--- config.mk ---
export PLATFORM = sky130hd
export DESIGN_NAME = crypto1_key_collector
export DESIGN_NICKNAME = d
export VERILOG_FILES = /design/src/rtl/crypto1_key_collector.sv
export SDC_FILE = /design/constraint.sdc
export NUM_CORES = 1
export LEC_CHECK = 0
export CELL_PAD_IN_SITES_DETAIL_PLACEMENT = 0
export CELL_PAD_IN_SITES_GLOBAL_PLACEMENT = 1
export CORE_UTILIZATION = 32
export CTS_CLUSTER_DIAMETER = 120
export DETAILED_ROUTE_END_ITERATION = 8
export PLACE_DENSITY = 0.92
export REMOVE_ABC_BUFFERS = 1
export SYNTH_ARGS = -nofsm -noshare
export SYNTH_HDL_FRONTEND = slang
export SYNTH_SLANG_ARGS = --single-unit
export TNS_END_PERCENT = 5
--- constraint.sdc ---
create_clock -name CLK -period 2.8 [get_ports CLK]
set_input_delay 0.28 -clock CLK [delete_from_list [all_inputs] [get_ports CLK]]
set_output_delay 0.28 -clock CLK [all_outputs]
set_load 0.01 [all_outputs]
--- src/rtl/crypto1_key_collector.sv ---
// Harvests 48-bit keys from an array of Crypto1 search cores, lowest index first, and hands each
// key to the host over a valid/ready handshake; flags exhaustion once every core is done.
module crypto1_key_collector #(
  parameter int unsigned NUM_CORES = 16,
  parameter int unsigned KEY_BITS  = 48,
  parameter int unsigned IDX_W     = (NUM_CORES > 1) ? $clog2(NUM_CORES) : 1
) (
  input  logic                 CLK,
  input  logic                 RESET,
  input  logic [NUM_CORES-1:0] CORE_DONE,
  input  logic [NUM_CORES-1:0] CORE_KEY_VALID,
  input  logic [NUM_CORES-1:0] CORE_KEY_DATA,
  output logic [NUM_CORES-1:0] CORE_KEY_CLK,
  output logic [KEY_BITS-1:0]  KEY,
  output logic [IDX_W-1:0]     KEY_IDX,
  output logic                 KEY_OUT_VALID,
  input  logic                 KEY_OUT_READY,
  output logic                 SEARCH_DONE,
  output logic                 NONE_FOUND
);

  localparam int unsigned CntW = $clog2(KEY_BITS + 1);

  typedef enum logic [1:0] {StScan, StShift, StPresent, StIdleDone} state_e;

  state_e               state_q, state_d;
  logic [NUM_CORES-1:0] harvested_q, harvested_d;
  logic [NUM_CORES-1:0] pending;
  logic                 found_any_q, found_any_d;
  logic [IDX_W-1:0]     sel_q, sel_d, lowest_idx;
  logic [CntW-1:0]      cnt_q, cnt_d;
  logic [KEY_BITS-1:0]  key_q, key_d;
  logic                 search_done_q, search_done_d;
  logic                 none_found_q, none_found_d;

  assign pending = CORE_KEY_VALID & CORE_DONE & ~harvested_q;

  // Descending scan so the lowest set index wins.
  always_comb begin
    lowest_idx = '0;
    for (int i = int'(NUM_CORES) - 1; i >= 0; i--) begin
      if (pending[i]) lowest_idx = IDX_W'(i);
    end
  end

  always_comb begin
    state_d       = state_q;
    harvested_d   = harvested_q;
    found_any_d   = found_any_q;
    sel_d         = sel_q;
    cnt_d         = cnt_q;
    key_d         = key_q;
    search_done_d = search_done_q;
    none_found_d  = none_found_q;
    CORE_KEY_CLK  = '0;

    unique case (state_q)
      StScan: begin
        if (|pending) begin
          sel_d   = lowest_idx;
          cnt_d   = '0;
          state_d = StShift;
        end else if (&CORE_DONE) begin
          search_done_d = 1'b1;
          none_found_d  = ~found_any_q;
          state_d       = StIdleDone;
        end
      end
      StShift: begin
        if (cnt_q < CntW'(KEY_BITS)) CORE_KEY_CLK[sel_q] = 1'b1;
        // Core data is registered, so sampling lags the shift enable by one cycle.
        if (cnt_q != '0) key_d = {key_q[KEY_BITS-2:0], CORE_KEY_DATA[sel_q]};
        cnt_d = cnt_q + CntW'(1);
        if (cnt_q == CntW'(KEY_BITS)) state_d = StPresent;
      end
      StPresent: begin
        if (KEY_OUT_READY) begin
          harvested_d[sel_q] = 1'b1;
          found_any_d        = 1'b1;
          state_d            = StScan;
        end
      end
      StIdleDone: begin
      end
      default: state_d = StScan;
    endcase
  end

  always_ff @(posedge CLK) begin
    if (RESET) begin
      state_q       <= StScan;
      harvested_q   <= '0;
      found_any_q   <= 1'b0;
      sel_q         <= '0;
      cnt_q         <= '0;
      key_q         <= '0;
      search_done_q <= 1'b0;
      none_found_q  <= 1'b0;
    end else begin
      state_q       <= state_d;
      harvested_q   <= harvested_d;
      found_any_q   <= found_any_d;
      sel_q         <= sel_d;
      cnt_q         <= cnt_d;
      key_q         <= key_d;
      search_done_q <= search_done_d;
      none_found_q  <= none_found_d;
    end
  end

  assign KEY           = key_q;
  assign KEY_IDX       = sel_q;
  assign KEY_OUT_VALID = (state_q == StPresent);
  assign SEARCH_DONE   = search_done_q;
  assign NONE_FOUND    = none_found_q;

endmodule

==> reports/qor.yml, run 1 <==
cts_hold_buffers: 0
drt-initial-drc-count: 114
tightest_slew_ns: 0.6797
crit_type: "flip-flop to output port"
placed_area_um2: 4852
critPathLaunchType: "flip-flop"
p_sw_mw: 0.9791
relSlewSlack: 0.5459
cts_made_buffers: 9
finish.utilization: 0.4837
synth_area_per_cell_um2: 7.924
synthTopCellsByArea: "dfxtp_1, nand2_1, a21oi_1"
clk-insertion-delay-late_ns: 0.34
cts_setup_buffers: 0
design_area_um2: 5039
syn-instance-count: 438
ff_latch_area_um2: 1582
wl_mm: 9.528
initial_utilization: 0.3332
fin_crit_ns: 2.489
critPathCaptureType: "output port"
holdWs_ns: 0.3793
grt_setup_unrepaired: "no"
grt_overflow: 0
coreArea_um2: 10420
drv_cap: 0
multi_input_comb_area_um2: 1784
timing.final.crit_share: 0.8889
cts.sinks: 79
vias: 3444
final_cells: 696
hold_class: "input port to flip-flop"
gp_congestion: 0.8680
status: "finished clean"
switching_share: 0.3426
routed_via_density: 4.948
numPortBuffers: 121
dp_hpwl_mm: 7.118
dpl_worst_slack_ns: 0.2083
worstPathRequired_ns: 2.52
grt_pass1_wl_mm: 15.36
finalHoldViolCount: 0
htree_num_levels: 3
synthArstFlopShare: 0
leakage_nw: 1.690
synth_area_um2: 3471
io_pins: 122
drive_above_1_share: 0.07143
cts_tree: "built"
root_buffer: "clkbuf_8"
worst_r2r_path_depth: 6
dieHeight_um: 106.1
p_int_mw: 1.878
synth_top_area_share: 0.4557
grt_max_degree: 54
fin_ws_ns: 0.3111
syn_to_final_growth_pct: 45.17
ant_nets: 0
clock_power_share: 0.270
yosysWarnings: 0
fillCellCount: 1063
p_per_area_nw_per_um2: 567.1
clk_pin_slew_ns: 0.08
synth_cell_types: 45
ys_ff_latch: 79
worstHoldPathCells: 2
p_total_mw: 2.857
dp.cells: 680
grt_util_all_layers: 0.1703
nNetsFinal: 612
rows: 37
die-width_um: 106.1
drtPass1Iterations: 4
drv_slew: 0
vdd_drop_max_mv: 0.2599
skew_ns: 0.01018
synth_largest_area_cell: "dfxtp_1"
path_max_fanout: 5
antenna_found_initial: 0
synth-edff-count: 0
cts_buffer_depth: 2
wire_per_inst_um: 13.69
cp.arrival_ns: 2.21
synth_ff_type: "dfxtp_1"
seqPwrFrac: 0.439
p_comb_frac: 0.291
fin_setup_tns_ns: 0
fmax_mhz: 401.8
setup-violations-final: 0
ys_seq_area_frac: 0.4557
route.detailed.drc: 0
antennaDiodeCount: 0
grt_pass1_vias: 3247
dieArea_um2: 11270
synthesized netlist by cell type (all sizes together) (4+ instances only):
cell / number
nor3: 6
or4: 4
clkbuf: 22
nand2: 112
ha: 6
o21ai: 7
nand3b: 16
nor2: 44
nand3: 5
and3b: 5
dfxtp: 79
mux4: 5
a21oi: 70
nand4: 6
a31oi: 4
inv: 9
area by class of cell:
cell class	count	share of cell area
inverter	9	0.006705
clock inverter	6	0.008940
clock buffer	10	0.02732
timing repair buffer	130	0.2553
sequential	79	0.3139
multi-input combinational	326	0.3541
tap	136	0.03377
sequential cells by signal, summed over array words and instances, names as in the netlist:
| register | cells |
|---|---|
| cnt_q | 6 |
| NONE_FOUND | 1 |
| SEARCH_DONE | 1 |
| state_q | 2 |
| KEY | 48 |
| found_any_q | 1 |
| harvested_q | 16 |
| KEY_IDX | 4 |
what timing repair did:
action	4_1_cts	5_1_grt
resized for setup	1	1
setup endpoints to repair	12	1
pin swaps	0	0
worst max-delay path: stages, from the launching register on:
cell and delay [ns]:
dfxtp_1 0.37, inv_1 0.10, ha_1 0.16, a21boi_2 0.30
nand3b_1 0.19, nor3_1 0.19, clkdlybuf4s50_1 0.57
power groups by stage:
stage                     Clock [mW]  Combinational, mW  Sequential (mW)
after floorplan                    0              0.466             1.27
after global placement             0              0.815             1.28
after detailed placement           0              0.829             1.28
after CTS                      0.795              0.832             1.25
after global routing           0.848              0.913             1.26
final                          0.772              0.832             1.25
layout by cell type (no fill, tap or decap), types with 2 or more instances in the layout:
master             n
clkbuf_8          10
a21oi_1           70
nand3_1            5
clkinvlp_4         3
xnor2_1            2
nor3b_1            2
nand3b_1          16
nand2b_1           3
dfxtp_1           79
o21ai_0            6
nor3_1             6
a311oi_1           2
inv_1              9
nand4_1            6
clkdlybuf4s50_1  120
a211oi_1           2
ha_1               6
or4_1              3
mux4_2             5
nor2_1            44
nor2b_1            3
or3_1              2
and3b_1            5
a31oi_1            4
buf_4              8
nand2_1          112
layer usage:
layer | wire (µm) | vias to the layer above | track usage
met2 | 4347 | 125 | 0.2755
met5 | 0 | - | 0
met4 | 136 | 0 | 0.06845
li1 | - | 1736 | -
met1 | 4475 | 1571 | 0.2146
met3 | 567 | 12 | 0.04476
cell families (layout without fill, tap and decap cells):
| kind of cell | after synthesis | after routing | share of synthesized area |
|---|---|---|---|
| AOI/OAI and AO/OA | 100 | 100 | 0.1658 |
| and+or+nand+nor | 212 | 212 | 0.2808 |
| adders and majority gates | 6 | 6 | 0.02163 |
| xor gates and xnor gates | 2 | 2 | 0.005048 |
| buffers and inverters | 33 | 155 | 0.03569 |
| DFF | 79 | 79 | 0.4557 |
| muxes | 6 | 6 | 0.03533 |
final timing paths:
kind | startpoint | endpoint | slack (ns)
worst max-delay path | state_q[1] | CORE_KEY_CLK[1] | 0.31
worst min-delay path | RESET | cnt_q[1] | 0.38
worst max register to register | harvested_q[8] | cnt_q[5] | 0.53
worst min register to register | SEARCH_DONE | SEARCH_DONE | 0.45
No activity file was read; power rests on OpenSTA's default activity.
==> run 2: changes to the inputs <==
--- a/config.mk
+++ b/config.mk
@@ -10,7 +10,7 @@
 export CORE_UTILIZATION = 32
 export CTS_CLUSTER_DIAMETER = 120
 export DETAILED_ROUTE_END_ITERATION = 8
-export PLACE_DENSITY = 0.92
+export PLACE_DENSITY = 0.79
 export REMOVE_ABC_BUFFERS = 1
 export SYNTH_ARGS = -nofsm -noshare
 export SYNTH_HDL_FRONTEND = slang
==> run 2 against run 1 <==
Net effect: maximum frequency down 5.1%; setup slack got worse by 0.13 ns; sequential share of layout area about the same; critical endpoint is now CORE_KEY_CLK[2]; largest power group unchanged; highest routed layer unchanged.
==> reports/qor.yml, run 2 (same netlist as run 1, synthesis figures left out) <==
cts_hold_buffers: 0
placed_area_um2: 4852
switching_share: 0.3326
routed_via_density: 4.965
gp_congestion: 0.8488
worstHoldPathCells: 2
r2r_start: "harvested_q[10]"
ant_nets: 0
dp.cells: 680
setup-violations-final: 0
drive_above_1_share: 0.06798
vdd_drop_max_mv: 0.2155
multi_input_comb_area_um2: 1780
grt_pass1_wl_mm: 14.84
cts_buffer_depth: 2
design_area_um2: 5037
crit_path_end: "CORE_KEY_CLK[2]"
final_cells: 695
p_sw_mw: 0.9641
grt_max_degree: 50
holdWs_ns: 0.3918
p_comb_frac: 0.287
drv_slew: 0
critPathTopFamily: "buffers and inverters"
drt-initial-drc-count: 152
numPortBuffers: 121
largest_register_ffs: 48
p_per_area_nw_per_um2: 575.5
finalHoldViolCount: 0
rows: 37
cp.arrival_ns: 2.34
drtPass1Iterations: 4
reg2reg_slack_ns: 0.55
crit_type: "flip-flop to output port"
cp_slowest_cell: "clkdlybuf4s50_1"
ff_latch_area_um2: 1582
skew_ns: 0.009936
tightest_slew_ns: 0.7338
clock_power_share: 0.284
grt_pass1_vias: 3135
worstPathRequired_ns: 2.52
cts_setup_buffers: 0
cts.sinks: 79
crit_chain: "inv_1 > ha_1 > a21boi_1 > nand3b_1 > nor3_1 > clkdlybuf4s50_1"
timing.rr.end: "state_q[1]"
grt_util_all_layers: 0.1640
drv_cap: 0
p_int_mw: 1.935
clk-insertion-delay-late_ns: 0.35
status: "finished clean"
leakage_nw: 1.700
io_pins: 122
dp_hpwl_mm: 6.881
coreArea_um2: 10420
layout_common_cells: "clkdlybuf4s50_1, nand2_1, dfxtp_1, a21oi_1, nor2_1"
grt_setup_unrepaired: "no"
critical_path_buf_inv_count: 2
antenna_found_initial: 0
seqPwrFrac: 0.429
syn_to_final_growth_pct: 45.13
clk_pin_slew_ns: 0.08
wire_per_inst_um: 13.32
dieHeight_um: 106.1
fillCellCount: 1028
crit_cells: 6
cp-startpoint: "state_q[1]"
die-width_um: 106.1
route.detailed.drc: 0
fmax_mhz: 381.5
critical_path.max_stage_delay_ns: 0.56
hold_class: "input port to flip-flop"
fin_crit_ns: 2.622
critPathCaptureType: "output port"
initial_utilization: 0.3332
vias: 3451
grt_overflow: 0
cts_made_buffers: 9
antennaDiodeCount: 0
critPathLaunchType: "flip-flop"
root_buffer: "clkbuf_8"
dieArea_um2: 11270
final_common_cell: "clkdlybuf4s50_1"
worst_r2r_path_depth: 5
post_cts_resized: 1
wl_mm: 9.257
p_total_mw: 2.899
htree_num_levels: 3
nNetsFinal: 612
cts_tree: "built"
timing.final.crit_share: 0.9363
path_max_fanout: 5
relSlewSlack: 0.5098
-- run 2: power by group through the flow --
stage	Clock, mW	Sequential (mW)	Combinational, mW
after CTS	0.849	1.24	0.843
after global routing	0.896	1.26	0.928
after floorplan	0	1.27	0.466
after global placement	0	1.27	0.828
after detailed placement	0	1.27	0.838
final	0.822	1.24	0.833
-- run 2: per-layer routing --
layer | vias to the layer above | routed length [µm] | GRT usage
met1 | 1582 | 4138 | 0.2035
met3 | 9 | 670 | 0.04721
met2 | 122 | 4355 | 0.2788
met5 | - | 0 | 0
met4 | 0 | 93 | 0.03869
li1 | 1738 | - | -
-- run 2: worst min path at each step --
stage,end,start,slack [ns]
2_1_floorplan,KEY[0],RESET,0.35
3_3_place_gp,SEARCH_DONE,SEARCH_DONE,0.44
3_5_place_dp,SEARCH_DONE,SEARCH_DONE,0.44
4_1_cts,harvested_q[15],RESET,0.39
5_1_grt,harvested_q[5],RESET,0.40
6_report,harvested_q[4],RESET,0.39
-- run 2: area by class of cell --
cell class              instances  area share
clock buffers                   9     0.02459
clock inverters                 6     0.01217
inverters                       9    0.006706
flip-flops and latches         79      0.3140
repair buffers                130      0.2553
multi-input cells             326      0.3535
well taps                     136     0.03378
-- run 2: through the flow --
| stage | util | setup WS (ns) | setup TNS, ns |
|---|---|---|---|
| finish | 0.4836 | 0.1785 | 0 |
| global route | 0.4836 | 0.009589 | 0 |
| CTS | 0.4836 | 0.1647 | 0 |
| detailed placement | 0.4658 | 0.2370 | 0 |
| global placement | 0.4658 | 0.2772 | 0 |
| floorplan | - | -0.7809 | -37.48 |
